===== src/rtl/fp32_serial_multiplier.sv =====
// fp32_serial_multiplier: IEEE-754 binary32 multiplier fed from one serial
// operand bus. A fixed five-step sequence (LOAD_A, GAP, LOAD_B, CALC, DONE)
// captures operand A, skips one changeover cycle, captures operand B, then
// registers the product and raises ready.
// Subnormal inputs and results are flushed to zero. Any NaN, or Inf times
// zero, returns the canonical quiet NaN 0x7FC00000.
// Rounding is truncation by default. Defining FPMUL_ROUND_NEAREST_EN
// selects round-to-nearest-ties-to-even instead.
module fp32_serial_multiplier (
  input  logic        clock,
  input  logic        nreset,
  input  logic [31:0] a,
  output logic [31:0] product,
  output logic        ready
);

  typedef enum logic [2:0] {
    LOAD_A = 3'd0,
    GAP    = 3'd1,
    LOAD_B = 3'd2,
    CALC   = 3'd3,
    DONE   = 3'd4
  } state_t;

  state_t      state;
  logic [31:0] op_a;
  logic [31:0] op_b;
  logic [31:0] result;

  // Operand fields
  logic       sign_a, sign_b, sign_r;
  logic [7:0] exp_a, exp_b;
  logic [22:0] frac_a, frac_b;

  // Operand classification
  logic nan_a, nan_b, inf_a, inf_b, zero_a, zero_b;

  // Datapath intermediates
  logic [47:0]       mant_prod;
  logic signed [9:0] exp_raw;
  logic signed [9:0] exp_norm;
  logic signed [9:0] exp_fin;
  logic [23:0]       mant_norm;
  logic [22:0]       frac_fin;

  assign sign_a = op_a[31];
  assign sign_b = op_b[31];
  assign exp_a  = op_a[30:23];
  assign exp_b  = op_b[30:23];
  assign frac_a = op_a[22:0];
  assign frac_b = op_b[22:0];
  assign sign_r = sign_a ^ sign_b;

  assign nan_a  = (exp_a == 8'hFF) && (frac_a != 23'd0);
  assign nan_b  = (exp_b == 8'hFF) && (frac_b != 23'd0);
  assign inf_a  = (exp_a == 8'hFF) && (frac_a == 23'd0);
  assign inf_b  = (exp_b == 8'hFF) && (frac_b == 23'd0);
  // Subnormals count as zero because inputs are flushed to zero.
  assign zero_a = (exp_a == 8'h00);
  assign zero_b = (exp_b == 8'h00);

  assign mant_prod = {1'b1, frac_a} * {1'b1, frac_b};
  assign exp_raw   = $signed({2'b00, exp_a}) + $signed({2'b00, exp_b}) - 10'sd127;

  // Normalise the 48-bit mantissa product so the leading one is bit 23 of mant_norm.
  always_comb begin
    if (mant_prod[47]) begin
      mant_norm = mant_prod[47:24];
      exp_norm  = exp_raw + 10'sd1;
    end else begin
      mant_norm = mant_prod[46:23];
      exp_norm  = exp_raw;
    end
  end

`ifdef FPMUL_ROUND_NEAREST_EN
  logic        guard_bit, round_bit, sticky_bit, round_up;
  logic [24:0] mant_rnd;

  // Round to nearest, ties to even. Bit 0 dropped by the normalising shift
  // still counts toward sticky, so the tie detection is exact.
  always_comb begin
    if (mant_prod[47]) begin
      guard_bit  = mant_prod[23];
      round_bit  = mant_prod[22];
      sticky_bit = |mant_prod[21:0];
    end else begin
      guard_bit  = mant_prod[22];
      round_bit  = mant_prod[21];
      sticky_bit = |mant_prod[20:0];
    end
    round_up = guard_bit & (round_bit | sticky_bit | mant_norm[0]);
    mant_rnd = {1'b0, mant_norm} + {24'd0, round_up};
    if (mant_rnd[24]) begin
      frac_fin = mant_rnd[23:1];
      exp_fin  = exp_norm + 10'sd1;
    end else begin
      frac_fin = mant_rnd[22:0];
      exp_fin  = exp_norm;
    end
  end
`else
  // Truncation: the low product bits only feed rounding, so they are discarded here.
  logic unused_low_bits;
  assign unused_low_bits = &{1'b0, mant_prod[22:0]};
  assign frac_fin = mant_norm[22:0];
  assign exp_fin  = exp_norm;
`endif

  // Apply the special cases in priority order, then range-check the exponent.
  always_comb begin
    if (nan_a || nan_b || ((inf_a || inf_b) && (zero_a || zero_b))) begin
      result = 32'h7FC00000;
    end else if (inf_a || inf_b) begin
      result = {sign_r, 8'hFF, 23'd0};
    end else if (zero_a || zero_b) begin
      result = {sign_r, 31'd0};
    end else if (exp_fin >= 10'sd255) begin
      result = {sign_r, 8'hFF, 23'd0};
    end else if (exp_fin <= 10'sd0) begin
      result = {sign_r, 31'd0};
    end else begin
      result = {sign_r, exp_fin[7:0], frac_fin};
    end
  end

  // Fixed-timing sequencer: operand capture, product register and ready flag.
  always_ff @(posedge clock or negedge nreset) begin
    if (!nreset) begin
      state   <= LOAD_A;
      op_a    <= 32'd0;
      op_b    <= 32'd0;
      product <= 32'd0;
      ready   <= 1'b0;
    end else begin
      case (state)
        LOAD_A: begin
          op_a  <= a;
          ready <= 1'b0;
          state <= GAP;
        end
        GAP: begin
          state <= LOAD_B;
        end
        LOAD_B: begin
          op_b  <= a;
          state <= CALC;
        end
        CALC: begin
          product <= result;
          ready   <= 1'b1;
          state   <= DONE;
        end
        DONE: begin
          state <= LOAD_A;
        end
        default: begin
          state <= LOAD_A;
        end
      endcase
    end
  end

endmodule


===== config.mk =====
export PLATFORM = sky130hd
export DESIGN_NAME = fp32_serial_multiplier
export DESIGN_NICKNAME = d
export VERILOG_FILES = /design/src/rtl/fp32_serial_multiplier.sv
export SDC_FILE = /design/constraint.sdc
export NUM_CORES = 2
export LEC_CHECK = 0
export CAP_MARGIN = 10
export CORE_MARGIN = 5
export CORE_UTILIZATION = 65
export CTS_BUF_LIST = sky130_fd_sc_hd__clkbuf_4
export DETAILED_ROUTE_END_ITERATION = 16
export GPL_TIMING_DRIVEN = 1
export PLACE_DENSITY_LB_ADDON = 0.05
export REMOVE_ABC_BUFFERS = 1
export SETUP_SLACK_MARGIN = 0.5
export SLEW_MARGIN = 20
export SYNTH_ARGS = -nofsm -noshare
export SYNTH_HDL_FRONTEND = slang
export SYNTH_SLANG_ARGS = --single-unit

===== constraint.sdc =====
create_clock -name clock -period 10.6 [get_ports clock]
set_input_delay 3.18 -clock clock [delete_from_list [all_inputs] [get_ports clock]]
set_output_delay 3.18 -clock clock [all_outputs]
set_load 0.02 [all_outputs]

==> tab_implementation.tex <==
\begin{tabular}{lr}
\hline
Metric & Value \\
\hline
\multicolumn{2}{l}{\textbf{Setup path}} \\
\quad RR Startpoint & op\_b[8]\$\_DFFE\_PN0P\_ \\
\quad Number of buffers and inverters on the critical path & 8 \\
\quad Kind of critical path & register to register \\
\quad Cell with the biggest individual delay on the critical path & sky130\_fd\_sc\_hd\_\_dfrtp\_1 \\
\quad Startpoint types & register \\
\quad Worst Reg2Reg Path Length in Cells & 27 \\
\quad Data arrival, critical path & 9.83 ns \\
\quad Capturing element of the worst setup path & product[1]\$\_DFFE\_PN0P\_ \\
\quad Family with the most delay on the worst path & adder cells \\
\quad Critical Path End Type & register \\
\quad Largest stage delay on the critical path & 0.83 ns \\
\quad CP most frequent cell & sky130\_fd\_sc\_hd\_\_fa\_1 \\
\quad Req. time, crit path & 11.04 ns \\
\quad Highest net fanout along the worst path & 29 \\
\quad Crit. Startpoint & op\_b[8]\$\_DFFE\_PN0P\_ \\
\quad Register-to-register setup slack & 1.21 ns \\
\quad Capture instance of the worst register-to-register path & product[1]\$\_DFFE\_PN0P\_ \\
\quad Logic depth of the worst path, buffers included & 27 \\
\multicolumn{2}{l}{\textbf{CTS}} \\
\quad CTS resizes & 0 \\
\quad CTS tree & done \\
\quad Maximum root-to-sink buffer count & 2 \\
\quad Inserted Clock Buffers & 9 \\
\quad Total of hold buffers inserted after clock tree synthesis & 0 \\
\quad Clock transition at the register clock pins on the worst setup and hold paths after CTS & 0.20 ns \\
\quad H-tree levels & 3 \\
\quad Worst-skew pair later-pin latency & 0.50 ns \\
\quad \# clock sinks & 100 \\
\quad Post-CTS setup buffer count & 0 \\
\quad Root Buffer Master & sky130\_fd\_sc\_hd\_\_clkbuf\_4 \\
\multicolumn{2}{l}{\textbf{Yosys}} \\
\quad Yosys synthesis warning count & 0 \\
\quad Area share of fa/ha/maj cells after synthesis & 51.6\% \\
\quad Complex-gate fraction of the synthesized area & 5.61\% \\
\quad Most used flip-flop cell after synthesis & sky130\_fd\_sc\_hd\_\_dfrtp\_1 \\
\quad Count of state elements after synthesis & 100 \\
\quad Sequential fraction of the synthesis area & 10.8\% \\
\quad Fraction of post-synthesis cell area in the top cell type by area & 41.6\% \\
\quad Gate count after technology mapping & 2,531 \\
\quad Synth top cells by count & sky130\_fd\_sc\_hd\_\_inv\_1 (572), sky130\_fd\_sc\_hd\_\_fa\_1 (482), sky130\_fd\_sc\_hd\_\_nand2\_1 (374) \\
\quad Mapped Avg Cell Area & 9.16 um\^{}2 \\
\quad Simple-Gate Fraction of Synth Area & 15.8\% \\
\quad Number of distinct library cells after synthesis & 64 \\
\quad Number of flops mapped to enable cells by yosys & 0 \\
\quad Largest cells by area after synthesis & sky130\_fd\_sc\_hd\_\_fa\_1 (42\%), sky130\_fd\_sc\_hd\_\_dfrtp\_1 (11\%), sky130\_fd\_sc\_hd\_\_ha\_1 (10\%) \\
\quad Share of async-settable or async-resettable flops after synthesis & 100\% \\
\quad Post-Syn Area & 0.0232 mm\^{}2 \\
\quad Main combinational cell family by area after synthesis & adder cells \\
\quad Parity-gate share of the synthesized area counting xor and xnor cells & 1.70\% \\
\quad Most area-hungry cell type in the Yosys netlist & sky130\_fd\_sc\_hd\_\_fa\_1 \\
\quad Multiplexer area fraction after synthesis & 3.15\% \\
\quad Most instantiated library cell after synthesis & sky130\_fd\_sc\_hd\_\_inv\_1 \\
\multicolumn{2}{l}{\textbf{Finish}} \\
\quad Area Growth Syn to Fin & 5.56\% \\
\quad Antenna fix cells & 0 \\
\quad Cell area after layout & 0.0245 mm\^{}2 \\
\quad Final layout net count & 3,238 \\
\quad Fraction of layout instances using a drive strength above 1 & 5.82\% \\
\multicolumn{2}{l}{\textbf{Placement}} \\
\quad Estimated wirelength of the detail-placed design & 49,900 um \\
\quad Post-placement cell area & 0.0243 mm\^{}2 \\
\quad Quantity of I/O buffers inserted on ports & 66 \\
\quad Placer Congestion & 0.969 \\
\multicolumn{2}{l}{\textbf{STA}} \\
\quad Final hold viol count & 0 \\
\quad Final clock skew & 0.0125 ns \\
\quad Worst-case headroom to the max-slew limit & 26.3\% \\
\quad Number of setup violations in the final report & 0 \\
\quad Portion of the clock cycle consumed by the worst path in the final layout & 88.5\% \\
\quad Setup\_tns & 0 ns \\
\quad Hold Slack & 0.516 ns \\
\quad Count of pins over their slew limit & 0 \\
\quad Max Clock Freq & 107 MHz \\
\quad Period minus WS final & 9.39 ns \\
\quad Measured slew at the worst slew-check pin & 1.10 ns \\
\quad Setup repair after global routing missed its margin & false \\
\multicolumn{2}{l}{\textbf{Detailed routing}} \\
\quad Iteration-0 DRC Markers & 1,029 \\
\quad Per-cell via count in the routed design & 5.84 \\
\quad Drt wl/cell & 21.1 um \\
\quad \# DRC & 0 \\
\quad Total wire length & 63,400 um \\
\quad First-pass iteration count of the detailed router & 7 \\
\quad Number of nets with antenna violations after routing & 0 \\
\quad Via Count & 17,500 \\
\multicolumn{2}{l}{\textbf{Status}} \\
\quad Outcome & completed \\
\multicolumn{2}{l}{\textbf{Floorplanning}} \\
\quad Die height & 199 um \\
\quad Top-level port count & 67 \\
\quad Initial core utilization & 65.5\% \\
\quad Area of the core & 0.0354 mm\^{}2 \\
\quad Number of cell rows & 69 \\
\quad Horiz. Die Dim & 199 um \\
\quad Area of the die & 0.0395 mm\^{}2 \\
\multicolumn{2}{l}{\textbf{Hold path}} \\
\quad Type of the tightest min-delay check & register to register \\
\multicolumn{2}{l}{\textbf{Global route}} \\
\quad Antenna violations before repair & 0 \\
\quad First-pass GRT wire length & 103,000 um \\
\quad Number of global-route vias before repair & 19,200 \\
\quad Global Route Usage Sum & 33.8\% \\
\quad Overall overflow remaining after global route & 0 \\
\quad Maximum number of pins on one net before global-route repair & 66 \\
\multicolumn{2}{l}{\textbf{Job}} \\
\quad Max\_cap viols & 0 \\
\hline
\end{tabular}
logic make-up after synthesis:
kind of cell    after synthesis
xor+xnor                     45
mux                          67
buf+inv                     692
fa+ha+maj                   667
simple gates                759
flops                       100
compound gates              201
cell type report:
cell class	instances	area, um^2
tap	461	577
clock buffer	9	67.6
inverter	575	2160
timing repair buffer	112	1000
fill	2826	10900
sequential	100	2500
multi-input combinational	1739	18100
clock inverter	7	91.3
per-layer routing:
layer	track usage (%)	wire length, um	up-vias
li1	-	-	7608
met5	0	0	-
met1	43.0	24400	9025
met2	56.5	30600	693
met3	5.40	4420	214
met4	17.0	4090	0
sequential cells by signal, indices dropped and copies added (netlist names):
signal	flops
state	3
ready	1
product	32
op_a	32
op_b	32
stage by stage:
| step | setup slack (ns) | utilization (%) | std cells |
|---|---|---|---|
| final | 1.21 | 69.1 | 3003 |
| after global routing | 0.819 | 69.1 | 3003 |
| after global placement | 1.63 | 68.7 | 2987 |
| after detailed placement | 1.38 | 68.7 | 2987 |
| after CTS | 1.31 | 69.1 | 3003 |
| after floorplan | 1.53 | - | 2414 |
worst min path at each step:
stage / startpoint / to / slack [ns] / cells past startpoint
final: product[14]$_DFFE_PN0P_ / product[14]$_DFFE_PN0P_ / 0.52 / 2
after global routing: product[21]$_DFFE_PN0P_ / product[21]$_DFFE_PN0P_ / 0.55 / 2
after CTS: product[14]$_DFFE_PN0P_ / product[14]$_DFFE_PN0P_ / 0.52 / 2
after detailed placement: product[21]$_DFFE_PN0P_ / product[21]$_DFFE_PN0P_ / 0.47 / 2
after global placement: state[2]$_DFF_PN0_ / state[1]$_DFF_PN0_ / 0.47 / 1
after floorplan: state[2]$_DFF_PN0_ / state[1]$_DFF_PN0_ / 0.44 / 1
placed cells by master, fill, tap and decap left out, types with 8 or more instances in the layout:
master / n
sky130_fd_sc_hd__a21o_1: 15
sky130_fd_sc_hd__a21oi_1: 47
sky130_fd_sc_hd__and2_1: 217
sky130_fd_sc_hd__and3_1: 9
sky130_fd_sc_hd__buf_4: 47
sky130_fd_sc_hd__clkbuf_4: 9
sky130_fd_sc_hd__clkdlybuf4s50_1: 65
sky130_fd_sc_hd__dfrtp_1: 99
sky130_fd_sc_hd__fa_1: 482
sky130_fd_sc_hd__ha_1: 185
sky130_fd_sc_hd__inv_1: 572
sky130_fd_sc_hd__mux2_2: 47
sky130_fd_sc_hd__mux2i_1: 20
sky130_fd_sc_hd__nand2_1: 374
sky130_fd_sc_hd__nand3_1: 12
sky130_fd_sc_hd__nand4_1: 14
sky130_fd_sc_hd__nor2_1: 66
sky130_fd_sc_hd__nor3_1: 12
sky130_fd_sc_hd__nor4_1: 16
sky130_fd_sc_hd__o211ai_1: 8
sky130_fd_sc_hd__o21a_1: 10
sky130_fd_sc_hd__o21ai_0: 60
sky130_fd_sc_hd__o21ai_2: 20
sky130_fd_sc_hd__xnor2_1: 28
sky130_fd_sc_hd__xor2_1: 17
worst min-delay path: stages, from the launching register on:
cell and delay, ns:
sky130_fd_sc_hd__dfrtp_1 0.39, sky130_fd_sc_hd__nand2_1 0.06, sky130_fd_sc_hd__o21ai_2 0.05
Power is not shown: default switching activity piles up to over one toggle a cycle in this logic, so the estimate is an artifact.
